--- src/rtl/vt52_video_pkg.sv ---
// Shared constants and helpers for the VT52 text-mode video generator:
// attribute bit positions, glyph geometry and CRTC timing arithmetic.
package vt52_video_pkg;

    localparam int GLYPH_W      = 8;
    localparam int GLYPH_W_LOG2 = 3;

    localparam int ATTR_REVERSE   = 0;
    localparam int ATTR_UNDERLINE = 1;
    localparam int ATTR_BLINK     = 2;
    localparam int ATTR_BRIGHT    = 3;

    // Sync/blank bundle carried through the latency-matching delay line.
    typedef struct packed {
        logic hsync;
        logic vsync;
        logic hblank;
        logic vblank;
    } sync_t;

    function automatic int timing_total(input int vis, input int fp, input int sync, input int bp);
        return vis + fp + sync + bp;
    endfunction

    function automatic int text_voff(input int v_vis, input int rows, input int char_h_log2);
        return (v_vis - rows * (1 << char_h_log2)) / 2;
    endfunction

endpackage

--- src/rtl/text_video_timing.sv ---
// Raster counters for the text generator: hc/vc, raw sync and blank
// decoded from the counters, and a one-clock frame_start at the (0,0) wrap.
module text_video_timing
    import vt52_video_pkg::*;
#(
    parameter int H_VIS    = 640,
    parameter int H_FP     = 16,
    parameter int H_SYNC   = 96,
    parameter int H_BP     = 48,
    parameter int V_VIS    = 480,
    parameter int V_FP     = 10,
    parameter int V_SYNC   = 2,
    parameter int V_BP     = 33,
    parameter int SYNC_POL = 0,
    parameter int HC_BITS  = $clog2(timing_total(H_VIS, H_FP, H_SYNC, H_BP)),
    parameter int VC_BITS  = $clog2(timing_total(V_VIS, V_FP, V_SYNC, V_BP))
)(
    input  logic               clk,
    input  logic               reset_n,
    input  logic               ce_pixel,
    output logic [HC_BITS-1:0] hc,
    output logic [VC_BITS-1:0] vc,
    output logic               hsync,
    output logic               vsync,
    output logic               hblank,
    output logic               vblank,
    output logic               frame_start
);
    localparam int   H_TOTAL     = timing_total(H_VIS, H_FP, H_SYNC, H_BP);
    localparam int   V_TOTAL     = timing_total(V_VIS, V_FP, V_SYNC, V_BP);
    localparam int   HS_START    = H_VIS + H_FP;
    localparam int   HS_END      = HS_START + H_SYNC;
    localparam int   VS_START    = V_VIS + V_FP;
    localparam int   VS_END      = VS_START + V_SYNC;
    localparam logic SYNC_ACTIVE = (SYNC_POL != 0);

    logic [HC_BITS-1:0] hc_reg;
    logic [VC_BITS-1:0] vc_reg;
    logic               frame_start_reg;
    logic               h_last;
    logic               v_last;

    assign h_last = (hc_reg == HC_BITS'(H_TOTAL - 1));
    assign v_last = (vc_reg == VC_BITS'(V_TOTAL - 1));

    always_ff @(posedge clk) begin
        if (!reset_n) begin
            hc_reg          <= '0;
            vc_reg          <= '0;
            frame_start_reg <= 1'b0;
        end else begin
            frame_start_reg <= 1'b0;
            if (ce_pixel) begin
                if (h_last) begin
                    hc_reg <= '0;
                    if (v_last) begin
                        vc_reg          <= '0;
                        frame_start_reg <= 1'b1;
                    end else begin
                        vc_reg <= vc_reg + 1'b1;
                    end
                end else begin
                    hc_reg <= hc_reg + 1'b1;
                end
            end
        end
    end

    assign hc          = hc_reg;
    assign vc          = vc_reg;
    assign frame_start = frame_start_reg;
    assign hblank      = (hc_reg >= HC_BITS'(H_VIS));
    assign vblank      = (vc_reg >= VC_BITS'(V_VIS));
    assign hsync = ((hc_reg >= HC_BITS'(HS_START)) && (hc_reg < HC_BITS'(HS_END))) ? SYNC_ACTIVE : ~SYNC_ACTIVE;
    assign vsync = ((vc_reg >= VC_BITS'(VS_START)) && (vc_reg < VC_BITS'(VS_END))) ? SYNC_ACTIVE : ~SYNC_ACTIVE;

endmodule

--- src/rtl/text_video_gen.sv ---
// Text-mode raster generator: two-stage char-buffer / font-ROM fetch with
// hardware scroll, per-character attributes, blink timebase and cursor overlay.
module text_video_gen
    import vt52_video_pkg::*;
#(
    parameter int ROWS        = 24,
    parameter int COLS        = 80,
    parameter int ROW_BITS    = 5,
    parameter int COL_BITS    = 7,
    parameter int ADDR_BITS   = 11,
    parameter int CHAR_H_LOG2 = 4,
    parameter int H_VIS       = 640,
    parameter int H_FP        = 16,
    parameter int H_SYNC      = 96,
    parameter int H_BP        = 48,
    parameter int V_VIS       = 480,
    parameter int V_FP        = 10,
    parameter int V_SYNC      = 2,
    parameter int V_BP        = 33,
    parameter int SYNC_POL    = 0,
    parameter int BLINK_LOG2  = 5
)(
    input  logic                        clk,
    input  logic                        reset_n,
    input  logic                        ce_pixel,
    input  logic [COL_BITS-1:0]         cursor_x,
    input  logic [ROW_BITS-1:0]         cursor_y,
    input  logic                        cursor_enable,
    input  logic                        cursor_underline,
    input  logic [ROW_BITS-1:0]         scroll_row,
    output logic [ADDR_BITS-1:0]        char_buffer_address,
    input  logic [15:0]                 char_buffer_data,
    output logic [8+CHAR_H_LOG2-1:0]    char_rom_address,
    input  logic [7:0]                  char_rom_data,
    output logic                        hsync,
    output logic                        vsync,
    output logic                        hblank,
    output logic                        vblank,
    output logic                        video,
    output logic                        bright,
    output logic                        frame_start
);
    localparam int   HC_BITS     = $clog2(timing_total(H_VIS, H_FP, H_SYNC, H_BP));
    localparam int   VC_BITS     = $clog2(timing_total(V_VIS, V_FP, V_SYNC, V_BP));
    localparam int   VOFF        = text_voff(V_VIS, ROWS, CHAR_H_LOG2);
    localparam int   TEXT_LINES  = ROWS << CHAR_H_LOG2;
    localparam int   WIN_W       = (COLS * GLYPH_W < H_VIS) ? COLS * GLYPH_W : H_VIS;
    localparam logic SYNC_ACTIVE = (SYNC_POL != 0);
    localparam sync_t SYNC_IDLE  = '{hsync: ~SYNC_ACTIVE, vsync: ~SYNC_ACTIVE, hblank: 1'b1, vblank: 1'b1};
    localparam logic [CHAR_H_LOG2-1:0] LAST_LINE = CHAR_H_LOG2'((1 << CHAR_H_LOG2) - 1);
    localparam logic [CHAR_H_LOG2-1:0] UL_LINE   = CHAR_H_LOG2'((1 << CHAR_H_LOG2) - 2);

    logic [HC_BITS-1:0] hc;
    logic [VC_BITS-1:0] vc;
    sync_t              sync_raw;

    text_video_timing #(
        .H_VIS(H_VIS), .H_FP(H_FP), .H_SYNC(H_SYNC), .H_BP(H_BP),
        .V_VIS(V_VIS), .V_FP(V_FP), .V_SYNC(V_SYNC), .V_BP(V_BP),
        .SYNC_POL(SYNC_POL), .HC_BITS(HC_BITS), .VC_BITS(VC_BITS)
    ) u_timing (
        .clk         (clk),
        .reset_n     (reset_n),
        .ce_pixel    (ce_pixel),
        .hc          (hc),
        .vc          (vc),
        .hsync       (sync_raw.hsync),
        .vsync       (sync_raw.vsync),
        .hblank      (sync_raw.hblank),
        .vblank      (sync_raw.vblank),
        .frame_start (frame_start)
    );

    // Blink timebase and scroll offset both change only at frame_start.
    logic [BLINK_LOG2:0]   frame_cnt_reg;
    logic [ROW_BITS-1:0]   scroll_latch_reg;

    always_ff @(posedge clk) begin
        if (!reset_n) begin
            frame_cnt_reg    <= '0;
            scroll_latch_reg <= '0;
        end else if (frame_start) begin
            frame_cnt_reg    <= frame_cnt_reg + 1'b1;
            scroll_latch_reg <= ({1'b0, scroll_row} < (ROW_BITS+1)'(ROWS)) ? scroll_row : '0;
        end
    end

    // S0: decode raster position into text coordinates and buffer address.
    logic [VC_BITS:0]         line_off;
    logic                     in_window;
    logic [ROW_BITS-1:0]      screen_row;
    logic [COL_BITS-1:0]      col;
    logic [CHAR_H_LOG2-1:0]   scanline;
    logic [ROW_BITS:0]        row_sum;
    logic [ROW_BITS-1:0]      phys_row;

    assign line_off   = {1'b0, vc} - (VC_BITS+1)'(VOFF);
    assign in_window  = !line_off[VC_BITS] && (line_off < (VC_BITS+1)'(TEXT_LINES))
                        && (hc < HC_BITS'(WIN_W));
    assign screen_row = line_off[CHAR_H_LOG2 +: ROW_BITS];
    assign scanline   = line_off[CHAR_H_LOG2-1:0];
    assign col        = hc[GLYPH_W_LOG2 +: COL_BITS];
    assign row_sum    = {1'b0, screen_row} + {1'b0, scroll_latch_reg};
    assign phys_row   = (row_sum >= (ROW_BITS+1)'(ROWS)) ? ROW_BITS'(row_sum - (ROW_BITS+1)'(ROWS))
                                                         : row_sum[ROW_BITS-1:0];
    assign char_buffer_address = ADDR_BITS'(int'(phys_row) * COLS + int'(col));

    // S1: buffer word plus the coordinates the composition stage still needs.
    logic [7:0]             s1_char_reg;
    logic [3:0]             s1_attr_reg;
    logic [CHAR_H_LOG2-1:0] s1_scanline_reg;
    logic [2:0]             s1_px_reg;
    logic [ROW_BITS-1:0]    s1_row_reg;
    logic [COL_BITS-1:0]    s1_col_reg;
    logic                   s1_in_window_reg;
    sync_t                  s1_sync_reg;
    logic                   unused_attr;

    assign unused_attr = ^char_buffer_data[15:12];

    always_ff @(posedge clk) begin
        if (!reset_n) begin
            s1_char_reg      <= '0;
            s1_attr_reg      <= '0;
            s1_scanline_reg  <= '0;
            s1_px_reg        <= '0;
            s1_row_reg       <= '0;
            s1_col_reg       <= '0;
            s1_in_window_reg <= 1'b0;
            s1_sync_reg      <= SYNC_IDLE;
        end else if (ce_pixel) begin
            s1_char_reg      <= char_buffer_data[7:0];
            s1_attr_reg      <= char_buffer_data[11:8];
            s1_scanline_reg  <= scanline;
            s1_px_reg        <= hc[2:0];
            s1_row_reg       <= screen_row;
            s1_col_reg       <= col;
            s1_in_window_reg <= in_window;
            s1_sync_reg      <= sync_raw;
        end
    end

    assign char_rom_address = {s1_char_reg, s1_scanline_reg};

    // Composition order matters: underline, blink, reverse, then cursor inversion.
    logic pix_next;
    logic cursor_hit;

    always_comb begin
        pix_next   = char_rom_data[~s1_px_reg];
        cursor_hit = cursor_enable && frame_cnt_reg[BLINK_LOG2-1]
                     && (s1_row_reg == cursor_y) && (s1_col_reg == cursor_x)
                     && (!cursor_underline || (s1_scanline_reg >= UL_LINE));
        if (s1_attr_reg[ATTR_UNDERLINE] && (s1_scanline_reg == LAST_LINE))
            pix_next = 1'b1;
        if (s1_attr_reg[ATTR_BLINK] && !frame_cnt_reg[BLINK_LOG2])
            pix_next = 1'b0;
        pix_next = pix_next ^ s1_attr_reg[ATTR_REVERSE];
        if (cursor_hit)
            pix_next = ~pix_next;
    end

    // S2: output registers.
    logic  video_reg;
    logic  bright_reg;
    sync_t s2_sync_reg;

    always_ff @(posedge clk) begin
        if (!reset_n) begin
            video_reg   <= 1'b0;
            bright_reg  <= 1'b0;
            s2_sync_reg <= SYNC_IDLE;
        end else if (ce_pixel) begin
            video_reg   <= pix_next & s1_in_window_reg;
            bright_reg  <= s1_attr_reg[ATTR_BRIGHT] & s1_in_window_reg;
            s2_sync_reg <= s1_sync_reg;
        end
    end

    assign video  = video_reg;
    assign bright = bright_reg;
    assign hsync  = s2_sync_reg.hsync;
    assign vsync  = s2_sync_reg.vsync;
    assign hblank = s2_sync_reg.hblank;
    assign vblank = s2_sync_reg.vblank;

endmodule
--- config.mk ---
export PLATFORM = sky130hd
export DESIGN_NAME = text_video_gen
export DESIGN_NICKNAME = d
export VERILOG_FILES = /design/src/rtl/vt52_video_pkg.sv /design/src/rtl/text_video_timing.sv /design/src/rtl/text_video_gen.sv
export SDC_FILE = /design/constraint.sdc
export NUM_CORES = 1
export LEC_CHECK = 0
export ABC_AREA = 1
export ABC_CLOCK_PERIOD_IN_PS = 14090
export CORE_AREA = 2 2 89 91
export DETAILED_ROUTE_END_ITERATION = 8
export DIE_AREA = 0 0 91 93
export PLACE_DENSITY = 0.82
export SYNTH_ARGS = -nofsm -noshare
export SYNTH_HDL_FRONTEND = slang
export SYNTH_SLANG_ARGS = --single-unit
--- constraint.sdc ---
create_clock -name clk -period 14.09 [get_ports clk]
set_input_delay 3.5225 -clock clk [delete_from_list [all_inputs] [get_ports clk]]
set_output_delay 3.5225 -clock clk [all_outputs]
set_load 0.01 [all_outputs]
==> metrics.md <==
| Metric | Value |
|---|---|
| Total setup buffers inserted after CTS | `0` |
| Post-Synthesis Cell Area | `4030 um2` |
| Port Buffer Count | `71` |
| Detail Placement HPWL | `7080 um` |
| GPL Wtd Cong | `0.910` |
| Vias per cell | `5.14` |
| Resized cells post-CTS | `0` |
| Flop pwr share | `49.3%` |
| Final setup viols | `0` |
| ANT nets after route | `0` |
| Pins Over Slew Limit | `0` |
| Placed instance area | `4790 um2` |
| Final setup TNS | `0 ns` |
| Worst Max-Slew Pin Slew | `0.746 ns` |
| Clock root buffer | `clkbuf_8` |
| Synth-to-Final Area Change | `24.1%` |
| Pre-antenna DRT Iters | `4` |
| Clock Skews | `0.00681 ns` |
| Vias in the first global route | `3,687` |
| RSZ-0062 raised after global routing | `false` |
| Leading area contributor after synthesis | `dfxtp_1` |
| Status | `complete, no violations` |
| Total number of vias | `3,786` |
| Largest family of logic cells by synthesized area | `simple AND/OR/NAND/NOR gates` |
| CTS clk-pin slew, worst paths | `0.08 ns` |
| Max Cap Viol | `0` |
| Power per cell area | `89.6 nW/um2` |
| Die ar. | `8460 um2` |
| Crit path capture type | `primary output` |
| Synth top cells by count | `120 x nand2_1, 78 x inv_1, 74 x dfxtp_1` |
| CP Class | `flip-flop to primary output` |
| Clock buffer count from CTS | `9` |
| Mapped Nets | `638` |
| Post-Route WL | `9600 um` |
| Critical Path AT | `4.97 ns` |
| Final #Nets | `702` |
| Clk pwr share | `40.5%` |
| Compound-Gate Fraction of Synth Area | `14.3%` |
| Syn. warnings | `0` |
| DIE HEIGHT | `93 um` |
| Worst Hold Class | `flip-flop to flip-flop` |
| Ys async rst share | `0%` |
| Post-synth EDFFs | `0` |
| Ys flop type | `dfxtp_1` |
| Fillers | `673` |
| Ranking of synthesized cells by area | `dfxtp_1 37%, nand2_1 11%, inv_1 7.3%` |
| Distinct cells, synth | `38` |
| Min Hold Slack | `0.466 ns` |
| Ant. Diodes | `0` |
| LEAKAGE | `2.24 nW` |
| Final hold vios | `0` |
| FMAX | `0.118 GHz` |
| Max FO, Critical Path | `7` |
| XOR/XNOR share of the synthesized area | `3.91%` |
| Fin util | `66.5%` |
| Core ar. | `7530 um2` |
| Max-slew headroom | `50.2%` |
| Clock Tree Buf Depth | `2` |
| Req. time, crit path | `10.57 ns` |
| Power Total | `448 uW` |
| Post-synthesis sequential area ratio | `36.7%` |
| Most common cell in the netlist | `nand2_1` |
| Period utilization | `60.3%` |
| Hold Buf Count CTS | `0` |
| Post-Syn Area per Cell | `7.11 um2` |
| Minimum clock period | `8.49 ns` |
| Clock Latency Late Sink | `0.35 ns` |
| NetSw | `106 uW` |
| CTS tree | `done` |
| Routed length per instance | `13.0 um` |
| GRT Util Overall | `23.7%` |
| Initial DRC Count | `136` |
| GRT overflow | `0` |
| Detailed-route DRC error count | `0` |
| Sw Ratio | `23.6%` |
| Final Instance Area | `5000 um2` |
| Seq cells post-synth | `74` |
| Fraction of power consumed by combinational cells | `10.3%` |
| H-tree Lvls | `3` |
| Simple-gate share of the synthesized area | `26.7%` |
| Placed Cells | `722` |
| First-pass GRT wire length | `16,500 um` |
| VDD IR max | `0.0453 mV` |
| IO Count | `76` |
| Fin cells | `737` |
| Int Pwr | `343 uW` |
| Setup slack after layout | `5.60 ns` |
| Share of cells above drive strength 1 | `5.20%` |
| Synth top area share | `36.7%` |
| Initial Util | `53.6%` |
| Cell count after synthesis | `567` |
| Largest net degree at the start of global routing | `48` |
| Initial antenna violation count | `0` |
| CP startpoint kind | `flip-flop` |
| Row Count | `32` |
| Pre-CTS setup slack | `5.94 ns` |
| Num Clock Sinks | `74` |
| Post-synthesis adder-cell area fraction | `8.32%` |
| Die Span X | `91 um` |
| Multiplexer share of the synthesized area | `0%` |
[metal layers]
layer  track usage [%]  up-vias  share of wire [%]
met4              8.96        0                1.8
met2              41.4      114                 47
met1              29.2     1709                 45
li1                  -     1947                  -
met5                 0        -                  0
met3              4.27       16                5.5
[power groups by stage]
stage                     Sequential (mW)  Combinational (mW)  Clock [mW]
after floorplan                     0.226              0.0223           0
after global placement              0.225              0.0450           0
after detailed placement            0.226              0.0459           0
after CTS                           0.221              0.0463       0.183
after global routing                0.222              0.0518       0.191
final                               0.221              0.0461       0.181
[cells by family (layout without fill, tap and decap cells)]
| group | Yosys count | count (layout) |
|---|---|---|
| flops | 74 | 74 |
| xor+xnor | 18 | 18 |
| buf+inv | 101 | 169 |
| compound gates | 106 | 106 |
| fa+ha+maj | 25 | 25 |
| simple gates | 243 | 243 |
[cell type report]
cell class                      count  area, um2  share of cell area (%)
Clock buffer                       10        138                    2.75
Clock inverter                      5       78.8                    1.57
Inverter                           81        307                    6.12
Multi-Input combinational cell    392       2150                    42.9
Sequential cell                    74       1480                    29.6
Tap cell                          102        128                    2.55
Timing Repair Buffer               73        726                    14.5
[worst paths after layout]
kind                                     start                 endpoint  slack, ns  cells after the start
worst max register to register  u_timing.hc[8]           u_timing.vc[9]      12.34                      8
worst max-delay path            u_timing.vc[4]  char_buffer_address[10]       5.60                     19
worst min-delay path            s1_attr_reg[3]                   bright       0.47                      2
worst min register to register  s1_attr_reg[3]                   bright       0.47                      2
[cell usage in the layout (no fill, tap or decap), types with 5 or more instances in the layout]
master / n
nand2_1: 120
inv_1: 78
dfxtp_1: 74
clkdlybuf4s50_1: 71
nor2_1: 63
o21ai_0: 46
a21oi_1: 44
nand3_1: 25
ha_1: 22
xor2_1: 15
nor3_1: 11
clkbuf_8: 10
nand4_1: 5
[critical path: stages (launching register included)]
cell,delay (ns)
dfxtp_1,0.46
inv_1,0.17
ha_1,0.40
fa_1,0.44
a21oi_1,0.16
o21ai_0,0.12
xnor2_1,0.33
a21oi_1,0.11
a21oi_1,0.22
ha_1,0.28
ha_1,0.23
fa_1,0.38
xor2_1,0.24
nand3_1,0.13
xor2_1,0.21
inv_1,0.06
nand2_1,0.06
nand2_1,0.05
inv_1,0.04
clkdlybuf4s50_1,0.52
No activity file was read; power rests on OpenSTA's default activity.
